`src/rtl/fir_seq_pkg.sv`:
```
// Shared types and constants for the sequential FIR filter.
// Holds the controller state encoding and the reset-time coefficient set.
package fir_seq_pkg;

    typedef enum logic [1:0] {
        IDLE = 2'd0,
        MAC  = 2'd1,
        DONE = 2'd2
    } state_e;

    // Every tap resets to 1, so an unprogrammed filter is a moving sum.
    function automatic int default_coef();
        return 1;
    endfunction

endpackage

```
`src/rtl/fir_seq_mac.sv`:
```
// Signed multiply-accumulate unit with synchronous clear/enable and a
// floor-shifted, saturated view of the accumulator.
module fir_seq_mac
    import fir_seq_pkg::*;
#(
    parameter int DATA_W    = 8,
    parameter int COEF_W    = 8,
    parameter int NTAPS     = 8,
    parameter int OUT_W     = 16,
    parameter int OUT_SHIFT = 0
) (
    input  logic              clk,
    input  logic              reset,
    input  logic              clr_i,
    input  logic              en_i,
    input  logic [DATA_W-1:0] x_i,
    input  logic [COEF_W-1:0] c_i,
    output logic [OUT_W-1:0]  result_o
);

    localparam int PROD_W = DATA_W + COEF_W;
    localparam int ACC_W  = PROD_W + $clog2(NTAPS);
    localparam int WIDE_W = ((ACC_W > OUT_W) ? ACC_W : OUT_W) + 1;

    localparam logic signed [WIDE_W-1:0] SAT_MAX = {{(WIDE_W-OUT_W+1){1'b0}}, {(OUT_W-1){1'b1}}};
    localparam logic signed [WIDE_W-1:0] SAT_MIN = {{(WIDE_W-OUT_W+1){1'b1}}, {(OUT_W-1){1'b0}}};

    logic signed [PROD_W-1:0] prod;
    logic signed [ACC_W-1:0]  acc_q;
    logic signed [ACC_W-1:0]  acc_d;
    logic signed [ACC_W-1:0]  acc_shifted;
    logic signed [WIDE_W-1:0] acc_wide;

    assign prod        = $signed(x_i) * $signed(c_i);
    assign acc_d       = acc_q + {{(ACC_W-PROD_W){prod[PROD_W-1]}}, prod};
    assign acc_shifted = acc_q >>> OUT_SHIFT;
    // Widen by one bit so the saturation bounds are representable for any OUT_W.
    assign acc_wide    = {{(WIDE_W-ACC_W){acc_shifted[ACC_W-1]}}, acc_shifted};

    always_comb begin
        if (acc_wide > SAT_MAX) begin
            result_o = SAT_MAX[OUT_W-1:0];
        end else if (acc_wide < SAT_MIN) begin
            result_o = SAT_MIN[OUT_W-1:0];
        end else begin
            result_o = acc_wide[OUT_W-1:0];
        end
    end

    // NOTE: sequential state uses non-blocking assignments only, so every
    // register samples pre-edge values regardless of block ordering.
    always_ff @(posedge clk or posedge reset) begin
        if (reset) begin
            acc_q <= '0;
        end else if (clr_i) begin
            acc_q <= '0;
        end else if (en_i) begin
            acc_q <= acc_d;
        end
    end

endmodule

```
`src/rtl/fir_seq.sv`:
```
// Time-multiplexed FIR filter: one MAC per cycle over NTAPS taps, with a
// programmable coefficient bank, sample-drop detection and sticky overrun.
module fir_seq
    import fir_seq_pkg::*;
#(
    parameter int DATA_W    = 8,
    parameter int COEF_W    = 8,
    parameter int NTAPS     = 8,
    parameter int OUT_W     = 16,
    parameter int OUT_SHIFT = 0
) (
    input  logic                     clk,
    input  logic                     reset,
    input  logic                     sample,
    input  logic [DATA_W-1:0]        sample_in,
    input  logic                     coef_we,
    input  logic [$clog2(NTAPS)-1:0] coef_addr,
    input  logic [COEF_W-1:0]        coef_data,
    input  logic                     clr_ovr,
    output logic                     ready,
    output logic [OUT_W-1:0]         data_out,
    output logic                     out_valid,
    output logic                     overrun
);

    localparam int IDX_W = $clog2(NTAPS);

    state_e           state_q, state_d;
    logic [IDX_W-1:0] idx_q, idx_d;
    logic [DATA_W-1:0] x_q    [NTAPS];
    logic [COEF_W-1:0] coef_q [NTAPS];
    logic [OUT_W-1:0] data_out_q;
    logic [OUT_W-1:0] mac_result;
    logic             out_valid_q;
    logic             overrun_q, overrun_d;
    logic             accept, mac_clr, mac_en, load_out, busy_req;

    assign ready     = (state_q == IDLE);
    assign busy_req  = (sample | coef_we) & ~ready;
    assign data_out  = data_out_q;
    assign out_valid = out_valid_q;
    assign overrun   = overrun_q;

    // NOTE: every always_comb output gets a default first so no path can
    // leave it unassigned and infer a latch.
    always_comb begin
        state_d  = state_q;
        idx_d    = idx_q;
        accept   = 1'b0;
        mac_clr  = 1'b0;
        mac_en   = 1'b0;
        load_out = 1'b0;
        unique case (state_q)
            IDLE: begin
                if (sample) begin
                    accept  = 1'b1;
                    mac_clr = 1'b1;
                    idx_d   = '0;
                    state_d = MAC;
                end
            end
            MAC: begin
                mac_en = 1'b1;
                idx_d  = idx_q + 1'b1;
                if (idx_q == IDX_W'(NTAPS - 1)) begin
                    state_d = DONE;
                end
            end
            DONE: begin
                load_out = 1'b1;
                state_d  = IDLE;
            end
            default: state_d = IDLE;
        endcase
    end

    // A drop on the same edge as a clear wins, so no overrun is ever lost.
    always_comb begin
        overrun_d = overrun_q;
        if (busy_req) begin
            overrun_d = 1'b1;
        end else if (clr_ovr) begin
            overrun_d = 1'b0;
        end
    end

    always_ff @(posedge clk or posedge reset) begin
        if (reset) begin
            state_q     <= IDLE;
            idx_q       <= '0;
            data_out_q  <= '0;
            out_valid_q <= 1'b0;
            overrun_q   <= 1'b0;
        end else begin
            state_q     <= state_d;
            idx_q       <= idx_d;
            out_valid_q <= load_out;
            overrun_q   <= overrun_d;
            if (load_out) begin
                data_out_q <= mac_result;
            end
        end
    end

    // NOTE: these arrays are flops, not RAM, because their reset contents
    // (zeroed history, default taps) are visible behaviour; a RAM would not reset.
    always_ff @(posedge clk or posedge reset) begin
        if (reset) begin
            for (int k = 0; k < NTAPS; k++) begin
                x_q[k]    <= '0;
                coef_q[k] <= COEF_W'(default_coef());
            end
        end else begin
            if (accept) begin
                x_q[0] <= sample_in;
                for (int k = 1; k < NTAPS; k++) begin
                    x_q[k] <= x_q[k-1];
                end
            end
            for (int k = 0; k < NTAPS; k++) begin
                if (coef_we && ready && coef_addr == IDX_W'(k)) begin
                    coef_q[k] <= coef_data;
                end
            end
        end
    end

    fir_seq_mac #(
        .DATA_W    (DATA_W),
        .COEF_W    (COEF_W),
        .NTAPS     (NTAPS),
        .OUT_W     (OUT_W),
        .OUT_SHIFT (OUT_SHIFT)
    ) u_mac (
        .clk      (clk),
        .reset    (reset),
        .clr_i    (mac_clr),
        .en_i     (mac_en),
        .x_i      (x_q[idx_q]),
        .c_i      (coef_q[idx_q]),
        .result_o (mac_result)
    );

endmodule

```
`config.mk`:
```
export PLATFORM = sky130hd
export DESIGN_NAME = fir_seq
export DESIGN_NICKNAME = d
export VERILOG_FILES = /design/src/rtl/fir_seq_pkg.sv /design/src/rtl/fir_seq_mac.sv /design/src/rtl/fir_seq.sv
export SDC_FILE = /design/constraint.sdc
export NUM_CORES = 1
export LEC_CHECK = 0
export CAP_MARGIN = 20
export CORE_MARGIN = 5
export CORE_UTILIZATION = 50
export DETAILED_ROUTE_END_ITERATION = 8
export PLACE_DENSITY = 0.67
export SLEW_MARGIN = 25
export SYNTH_ARGS = -nofsm -noshare
export SYNTH_HDL_FRONTEND = slang
export SYNTH_HIERARCHICAL = 1
export SYNTH_SLANG_ARGS = --single-unit
export TNS_END_PERCENT = 30
```
`constraint.sdc`:
```
create_clock -name clk -period 10 [get_ports clk]
set_input_delay 3 -clock clk [delete_from_list [all_inputs] [get_ports clk]]
set_output_delay 3 -clock clk [all_outputs]
set_load 0.005 [all_outputs]
```
## Yosys cells after proc, flatten, opt, wreduce, memory -nomap -nowiden

Index checks and enable logic that the tools add are counted.

| storage, ports and cells | value |
|---|---|
| register bits after elaboration | 170 |
| input port bits | 24 |
| output and inout bits | 19 |
| logic and storage cells | 81 |

| cells by class | value |
|---|---|
| reduce and logical (&&, ||, !) cells | 16 |
| bitwise gates (word level) | 4 |
| equality and inequality tests | 12 |
| $add $sub $neg | 2 |
| multiplexer cells | 21 |
| $mul | 1 |
| $lt $le $gt $ge | 3 |

Operator list:

| cell | count |
|---|---|
| binary-select mux 8 bit (select 3 bit) | 2 |
| 2-to-1 mux 19 bit | 2 |
| 2-to-1 mux 16 bit | 2 |
| 2-to-1 mux 8 bit | 4 |
| adder 19 bit | 1 |
| greater-than comparator 19 x 16 -> 1 bit (second input constant) | 1 |
| < comparator 19 x 16 -> 1 bit (second input constant) | 1 |
| multiplier 8 x 8 -> 16 bit | 1 |
| == test 3 bit (second input constant) | 5 |
| logical AND 1 bit | 9 |
| == test 3 x 2 -> 1 bit (second input constant) | 2 |
| 2-to-1 mux 1 bit | 6 |
| case mux 3 bit (2 select lines) | 1 |
| nonzero test 2 bit | 3 |
| >= comparator 4 bit (second input constant) | 1 |
| 2-to-1 mux 2 bit | 2 |
| != test 2 bit (second input constant) | 2 |
| inverter 3 -> 4 bit | 1 |
| case mux 2 bit (2 select lines) | 1 |
| AND reduction 2 bit | 2 |
| adder 3 x 1 -> 3 bit (second input constant) | 1 |
| == test 3 x 1 -> 1 bit (second input constant) | 1 |
| logical NOT 3 bit | 1 |
| 2-to-1 mux 3 bit | 1 |
| 6 further kinds | 6 |

## Logic depth before layout (Yosys ltp)

Gate-level depths: netlist of run 1.

| logic depth | value |
|---|---|
| word-level depth | 8 |
| gate-level depth with buffers | 29 |
| mapped depth without buffers | 27 |

## By module

Netlist of run 1, hierarchy kept.

By module, submodules not included:

| module | sequential area each (um^2) | times used | area an instance (um^2) | cells an instance |
|---|---|---|---|---|
| fir_seq | 3,788.6 | 1 | 6,642.6 | 399 |
| fir_seq_mac | 475.5 | 1 | 4,206.5 | 482 |

## Worst setup path after synthesis of run 1

Ideal clock, no wire load.

| timing path | value |
|---|---|
| path type | flip-flop to flip-flop |
| from | register idx_q[0] |
| to | register u_mac.acc_q[18] |
| stages on the path, launching flop included | 29 |
| clock period less this slack | 7,380 ps |
| arrival | 7,253 ps |
| path slack | 2,620 ps |
| cell sequence | dfrtp_1 > buf_2 > buf_2 > mux4_2 > mux2_2 > and2_1 > fa_1 > inv_1 > fa_1 > inv_1 > fa_1 > inv_1 > fa_1 > inv_1 > ha_1 > a21oi_1 > o21bai_1 > a21oi_1 > o21ai_0 > or4_1 > nand3_1 > ha_1 > a21oi_1 > nand2_1 > a221o_1 > a21o_1 > or3b_1 > mux2i_1 > mux2_1 |

| on the way | value |
|---|---|
| word-level cells in the longest chain between the ends | 8 |
| elaborated cells on any way between the ends | 11 |
| those cells by class | add/sub (1); mul (1); mux (8); bitwise (1) |

Ends and longest elaborated chain:

| element | RTL line | source |
|---|---|---|
| start: declaration | fir_seq.sv:29 | `logic [IDX_W-1:0] idx_q, idx_d;` |
| start signal: assignment | fir_seq.sv:96 | `idx_q <= idx_d;` |
| inverter 3 -> 4 bit (not written as such) * | fir_seq.sv:139, fir_seq.sv:140 |  |
| binary-select mux 8 bit (select 3 bit), on equally long branches | fir_seq.sv:139, fir_seq.sv:140 |  |
| 2-to-1 mux 8 bit, on equally long branches (2 in a row) | fir_seq.sv:139, fir_seq.sv:140 |  |
| multiplier 8 x 8 -> 16 bit * | fir_seq_mac.sv:34 | `assign prod = $signed(x_i) * $signed(c_i);` |
| adder 19 bit * | fir_seq_mac.sv:35 | `assign acc_d = acc_q + {{(ACC_W-PROD_W){prod[PROD_W-1]}}, prod};` |
| 2-to-1 mux 19 bit * | fir_seq_mac.sv:57 | `end else if (en_i) begin` |
| 2-to-1 mux 19 bit * | fir_seq_mac.sv:55 | `end else if (clr_i) begin` |
| end signal: assignment | fir_seq_mac.sv:54 | `acc_q <= '0;` |
| end signal: assignment | fir_seq_mac.sv:56 | `acc_q <= '0;` |
| end signal: assignment | fir_seq_mac.sv:58 | `acc_q <= acc_d;` |
| end: declaration | fir_seq_mac.sv:29 | `logic signed [ACC_W-1:0] acc_q;` |

Mark *: on every way between the ends. The rest lies on a longest branch, timed or not. The select of a mux whose other input is x is not followed.
A chain may end at the register's enable or synchronous reset.

## Worst setup path in the final report of run 1

| timing path | value |
|---|---|
| from | register idx_q[2] |
| to | register u_mac.acc_q[18] |

Same word-level chain as after synthesis.

==> results.yml, run 1 <==
final_layout:
  drive_above_1_share: 0.2710
  seqCellArea_um2: 4268
  stdcell_area_um2: 12130
  area.growth.synth_to_final_pct: 11.77
  fillerInstances: 1804
  antenna_cells: 0
  layout_common_cells: "161 x mux2_2, 161 x dfrtp_1, 93 x inv_1, 56 x fa_1, 49 x ha_1"
  fin_nets: 1046
  final_cells: 1205
  multi_input_area_um2: 6106
clocking:
  cts_tree: "done"
  htree_levels: 4
  cts_resized: 0
  root_buffer: "clkbuf_16"
  clockBufferDepth: 2
  clock_latency_ns: 0.44
  path_clk_slew_ns: 0.07
  cts_setup_buffers: 0
  cts_sinks: 170
  cts_made_buffers: 17
  cts_hold_buffers: 0
placed_design:
  port_buffers: 42
  hpwl_um: 14860
  place_congestion: 0.8691
  placed_cells: 1173
  placed_area_um2: 11530
timing:
  tightest_slew_ns: 1.031
  rsz0062_at_grt: "false"
  min_period_ns: 8.151
  setup-violations-final: 0
  fin_tns_setup_ns: 0
  max_clock_freq_ghz: 0.1227
  final_max_slew_viol_count: 0
  finalCritPeriodShare: 0.8151
  hold_viol: 0
  skew_ns: 0.009691
  max_slew_margin: 0.3128
job:
  drv_cap: 0
logic_synthesis:
  synthMuxAreaShare: 0.2438
  syn-num-nets: 1010
  synthSimpleGateAreaFrac: 0.08246
  synthXorXnorAreaFrac: 0.02260
  ys_warn_count: 6
  postSynthAreaPerCell_um2: 12.31
  ys_seq_elements: 170
  async_reset_ff_frac: 1.000
  netlist_area_um2: 10850
  ys_types: 54
  syn_inst: 881
  synth_compound_area_frac: 0.05328
  synth_edf_count: 0
  ys_seq_area_frac: 0.3930
  synth_fa_ha_area_frac: 0.1598
  synth_flop_cell: "dfrtp_1"
  synth_top_family_by_area: "multiplexers"
drt:
  drtAntennaViolNets: 0
  drc_errors: 0
  drt_iter0_drc: 239
  totalWireLength_um: 20780
  vias: 6579
  firstDrtPassIters: 4
  wl_per_cell_um: 17.24
  post_drt_via_cell_ratio: 5.460
global_routing:
  grt_pass1_vias: 6788
  grt_max_degree: 90
  antenna_found_initial: 0
  grt_usage: 0.1802
  grt-ovfl-total: 0
  grt_pass1_wl_um: 35340
worst_setup_path:
  crit_fanout: 21
  crit_required_ns: 10.31
  worst_path_max_delay_cell: "dfrtp_1"
  end_kind: "register"
  cp.arrival_ns: 8.46
  crit_type: "reg2reg"
  max_stage_delay_ns: 1.03
  cp-start-kind: "register"
floorplan:
  die_area_um2: 24740
  fp.dieH_um: 157.3
  rows: 53
  core_um2: 21220
  initial_core_util: 0.5113
  num_io_pins: 43
  die_width_um: 157.3
worst_hold_path:
  holdCritPathClass: "reg2reg"
outcome:
  outcome: "finished, final reports clean"
## critical path: cells and delay by family (launching register included)
family                   cells  cell delay, ns
AO/OA/AOI/OAI                7            1.44
adder cells (fa/ha/maj)      6            2.64
buffers and inverters        5            0.58
flip-flops                   1            1.03
multiplexers                 4            1.16
AND/OR/NAND/NOR              5            1.17
## Yosys cell counts, drive strengths merged (9+ instances only)
cell type,n,area [um2]
a21oi,20,100.1
and2,47,296.5
buf,18,86.33
clkbuf,12,45.04
dfrtp,162,4054
fa,56,1121
ha,49,613.1
inv,95,356.6
mux2,162,1824
mux2i,10,100.1
mux4,32,720.7
nand2,34,127.6
nor2,31,126.4
nor2b,11,68.82
nor3,9,67.56
o21a,17,127.6
o21ai,16,80.07
xnor2,19,166.4
xor2,9,78.83
## layout make-up
type                       instances  area share
clock buffer                      17     0.03508
clock inverter                    15     0.01290
inverter                          95     0.02982
multi-input combinational        586      0.5035
sequential                       170      0.3519
tap                              275     0.02837
timing repair buffer              47     0.03838
## metal layers
| layer | vias to the layer above | wire, um | share of wire | global-route usage |
|---|---|---|---|---|
| li1 | 3113 | - | - | - |
| met1 | 3377 | 9953 | 0.48 | 0.2546 |
| met2 | 74 | 10050 | 0.48 | 0.2941 |
| met3 | 15 | 586 | 0.028 | 0.03409 |
| met4 | 0 | 183 | 0.0088 | 0.03728 |
| met5 | - | 0 | 0 | 0 |
## flip-flops by register name, indices dropped and copies added (netlist names)
signal and cells:
data_out 16, idx_q 3, overrun 1, state_q 2
u_mac/acc_q 19, out_valid 1, coef_q 64, x_q 64
## cells by family (layout without fill, tap and decap cells)
logic type	after synthesis	count (layout)
AO/OA/AOI/OAI	86	86
XOR/XNOR	28	28
adder cells (fa/ha/maj)	105	105
buffers and inverters	125	174
flip-flops	170	170
multiplexers	204	204
AND/OR/NAND/NOR	163	163
## worst paths after layout
check | start | to | slack (ns) | cells past startpoint
worst max-delay path | idx_q[2]$_DFFE_PP0P_ | u_mac/acc_q[18]$_DFFE_PP0P_ | 1.85 | 27
worst min-delay path | coef_q[54]$_DFFE_PP0P_ | coef_q[54]$_DFFE_PP0P_ | 0.50 | 1
worst max register to register | idx_q[2]$_DFFE_PP0P_ | u_mac/acc_q[18]$_DFFE_PP0P_ | 1.85 | 27
worst min register to register | coef_q[54]$_DFFE_PP0P_ | coef_q[54]$_DFFE_PP0P_ | 0.50 | 1
max in group asynchronous | reset | idx_q[0]$_DFFE_PP0P_ | 5.67 | 3
min in group asynchronous | reset | data_out[1]$_DFFE_PP0P_ | 3.06 | 2
## per-stage QoR
step | hold slack, ns | setup WS [ns] | utilization
after floorplan | 0.4746 | 2.620 | -
after global placement | 0.4822 | 1.956 | 0.5435
after detailed placement | 0.4907 | 1.853 | 0.5436
after CTS | 0.5071 | 1.830 | 0.5710
after global routing | 0.5210 | 1.382 | 0.5715
final | 0.5032 | 1.849 | 0.5715
Power of run 1 is left out: the tool's default activity adds up to more than one toggle a clock period on the data nets, which glitch-free logic cannot reach.
==> run 2: changes to the inputs <==
- clock period: 10 -> 7.8 ns (I/O delays scaled with it)
==> results.yml, run 2 (synthesis results as in run 1) <==
worst_setup_path:
  cp-start-kind: "register"
  crit_required_ns: 8.10
  cp.arrival_ns: 7.72
  worst_path_max_delay_cell: "fa_1"
  end_kind: "register"
  max_stage_delay_ns: 0.52
  crit_type: "reg2reg"
  crit_fanout: 8
floorplan:
  rows: 53
  fp.dieH_um: 157.3
  num_io_pins: 43
  core_um2: 21220
  die_width_um: 157.3
  initial_core_util: 0.5113
  die_area_um2: 24740
timing:
  rsz0062_at_grt: "false"
  tightest_slew_ns: 0.9061
  hold_viol: 0
  setup-violations-final: 0
  fin_tns_setup_ns: 0
  finalCritPeriodShare: 0.9515
  skew_ns: 0.01078
  max_clock_freq_ghz: 0.1347
  max_slew_margin: 0.3959
  min_period_ns: 7.421
  final_max_slew_viol_count: 0
global_routing:
  grt-ovfl-total: 0
  grt_max_degree: 100
  antenna_found_initial: 0
  grt_pass1_vias: 6804
  grt_usage: 0.1774
  grt_pass1_wl_um: 35090
placed_design:
  port_buffers: 42
  place_congestion: 0.8531
  hpwl_um: 14680
drt:
  vias: 6630
  totalWireLength_um: 21090
  drtAntennaViolNets: 0
  drt_iter0_drc: 307
  drc_errors: 0
  firstDrtPassIters: 5
  post_drt_via_cell_ratio: 5.470
  wl_per_cell_um: 17.40
clocking:
  clock_latency_ns: 0.43
  htree_levels: 4
  clockBufferDepth: 2
  cts_made_buffers: 17
  cts_sinks: 170
  cts_tree: "done"
  root_buffer: "clkbuf_16"
  cts_hold_buffers: 0
  path_clk_slew_ns: 0.07
final_layout:
  drive_above_1_share: 0.2807
  layout_common_cells: "161 x mux2_2, 161 x dfrtp_1, 93 x inv_1, 56 x fa_1, 49 x ha_1"
  area.growth.synth_to_final_pct: 13.00
  fin_nets: 1053
  largestRegisters: "coef_q x64, x_q x64, u_mac/acc_q x19"
  antenna_cells: 0
job:
  drv_cap: 0
worst_hold_path:
  holdCritPathClass: "reg2reg"
outcome:
  outcome: "finished, final reports clean"
-- run 2: timing repair --
action	in CTS	in global routing
hold endpoints to repair	0	0
setup endpoints to repair	0	1
gates resized for setup	0	5
setup buffers	0	2
-- run 2: final timing paths --
check / startpoint / to / slack [ns] / cells past startpoint
min in group asynchronous: reset / data_out[12]$_DFFE_PP0P_ / 2.49 / 2
setup reg to reg: idx_q[0]$_DFFE_PP0P_ / u_mac/acc_q[18]$_DFFE_PP0P_ / 0.38 / 28
max in group asynchronous: reset / state_q[0]$_DFFE_PP0P_ / 4.04 / 3
setup / recovery: idx_q[0]$_DFFE_PP0P_ / u_mac/acc_q[18]$_DFFE_PP0P_ / 0.38 / 28
hold reg to reg: coef_q[58]$_DFFE_PP0P_ / coef_q[58]$_DFFE_PP0P_ / 0.50 / 1
hold / removal: coef_q[58]$_DFFE_PP0P_ / coef_q[58]$_DFFE_PP0P_ / 0.50 / 1
-- run 2: stage by stage --
step / utilization / instance area [um2] / setup WS, ns / hold WS (ns) / std cells
6_report: 0.5777 / 12260 / 0.3786 / 0.5045 / 1212
5_1_grt: 0.5777 / 12260 / 0.008081 / 0.5176 / 1212
4_1_cts: 0.5733 / 12170 / 0.1789 / 0.5080 / 1208
3_5_place_dp: 0.5463 / 11590 / 0.2041 / 0.4905 / 1176
3_3_place_gp: 0.5463 / 11590 / 0.3473 / 0.4837 / 1176
2_1_floorplan: - / 10850 / 0.4199 / 0.4746 / 881
-- run 2: area by class of cell --
class	count	area [um2]
inverter	95	361.6
fill	1774	8961
timing repair buffer	54	586.8
clock buffer	17	425.4
clock inverter	15	148.9
sequential	170	4265
tap	275	344.1
multi-input combinational	586	6127
-- run 2: critical path, delay by kind of cell (launching register included) --
family / cells / cell delay [ns]
simple gates: 5 / 1.14
compound gates: 7 / 1.29
fa+ha+maj: 6 / 2.61
flops: 1 / 0.37
buf+inv: 6 / 0.50
mux: 4 / 1.35
-- run 2: layer usage --
metal / global-route usage / routed length, um / vias to the layer above
met1: 0.2589 / 10200 / 3402
met5: 0 / 0 / -
met3: 0.03272 / 656 / 10
met2: 0.2815 / 10050 / 83
li1: - / - / 3135
met4: 0.03605 / 182 / 0
Power of run 2 is left out for the same reason.
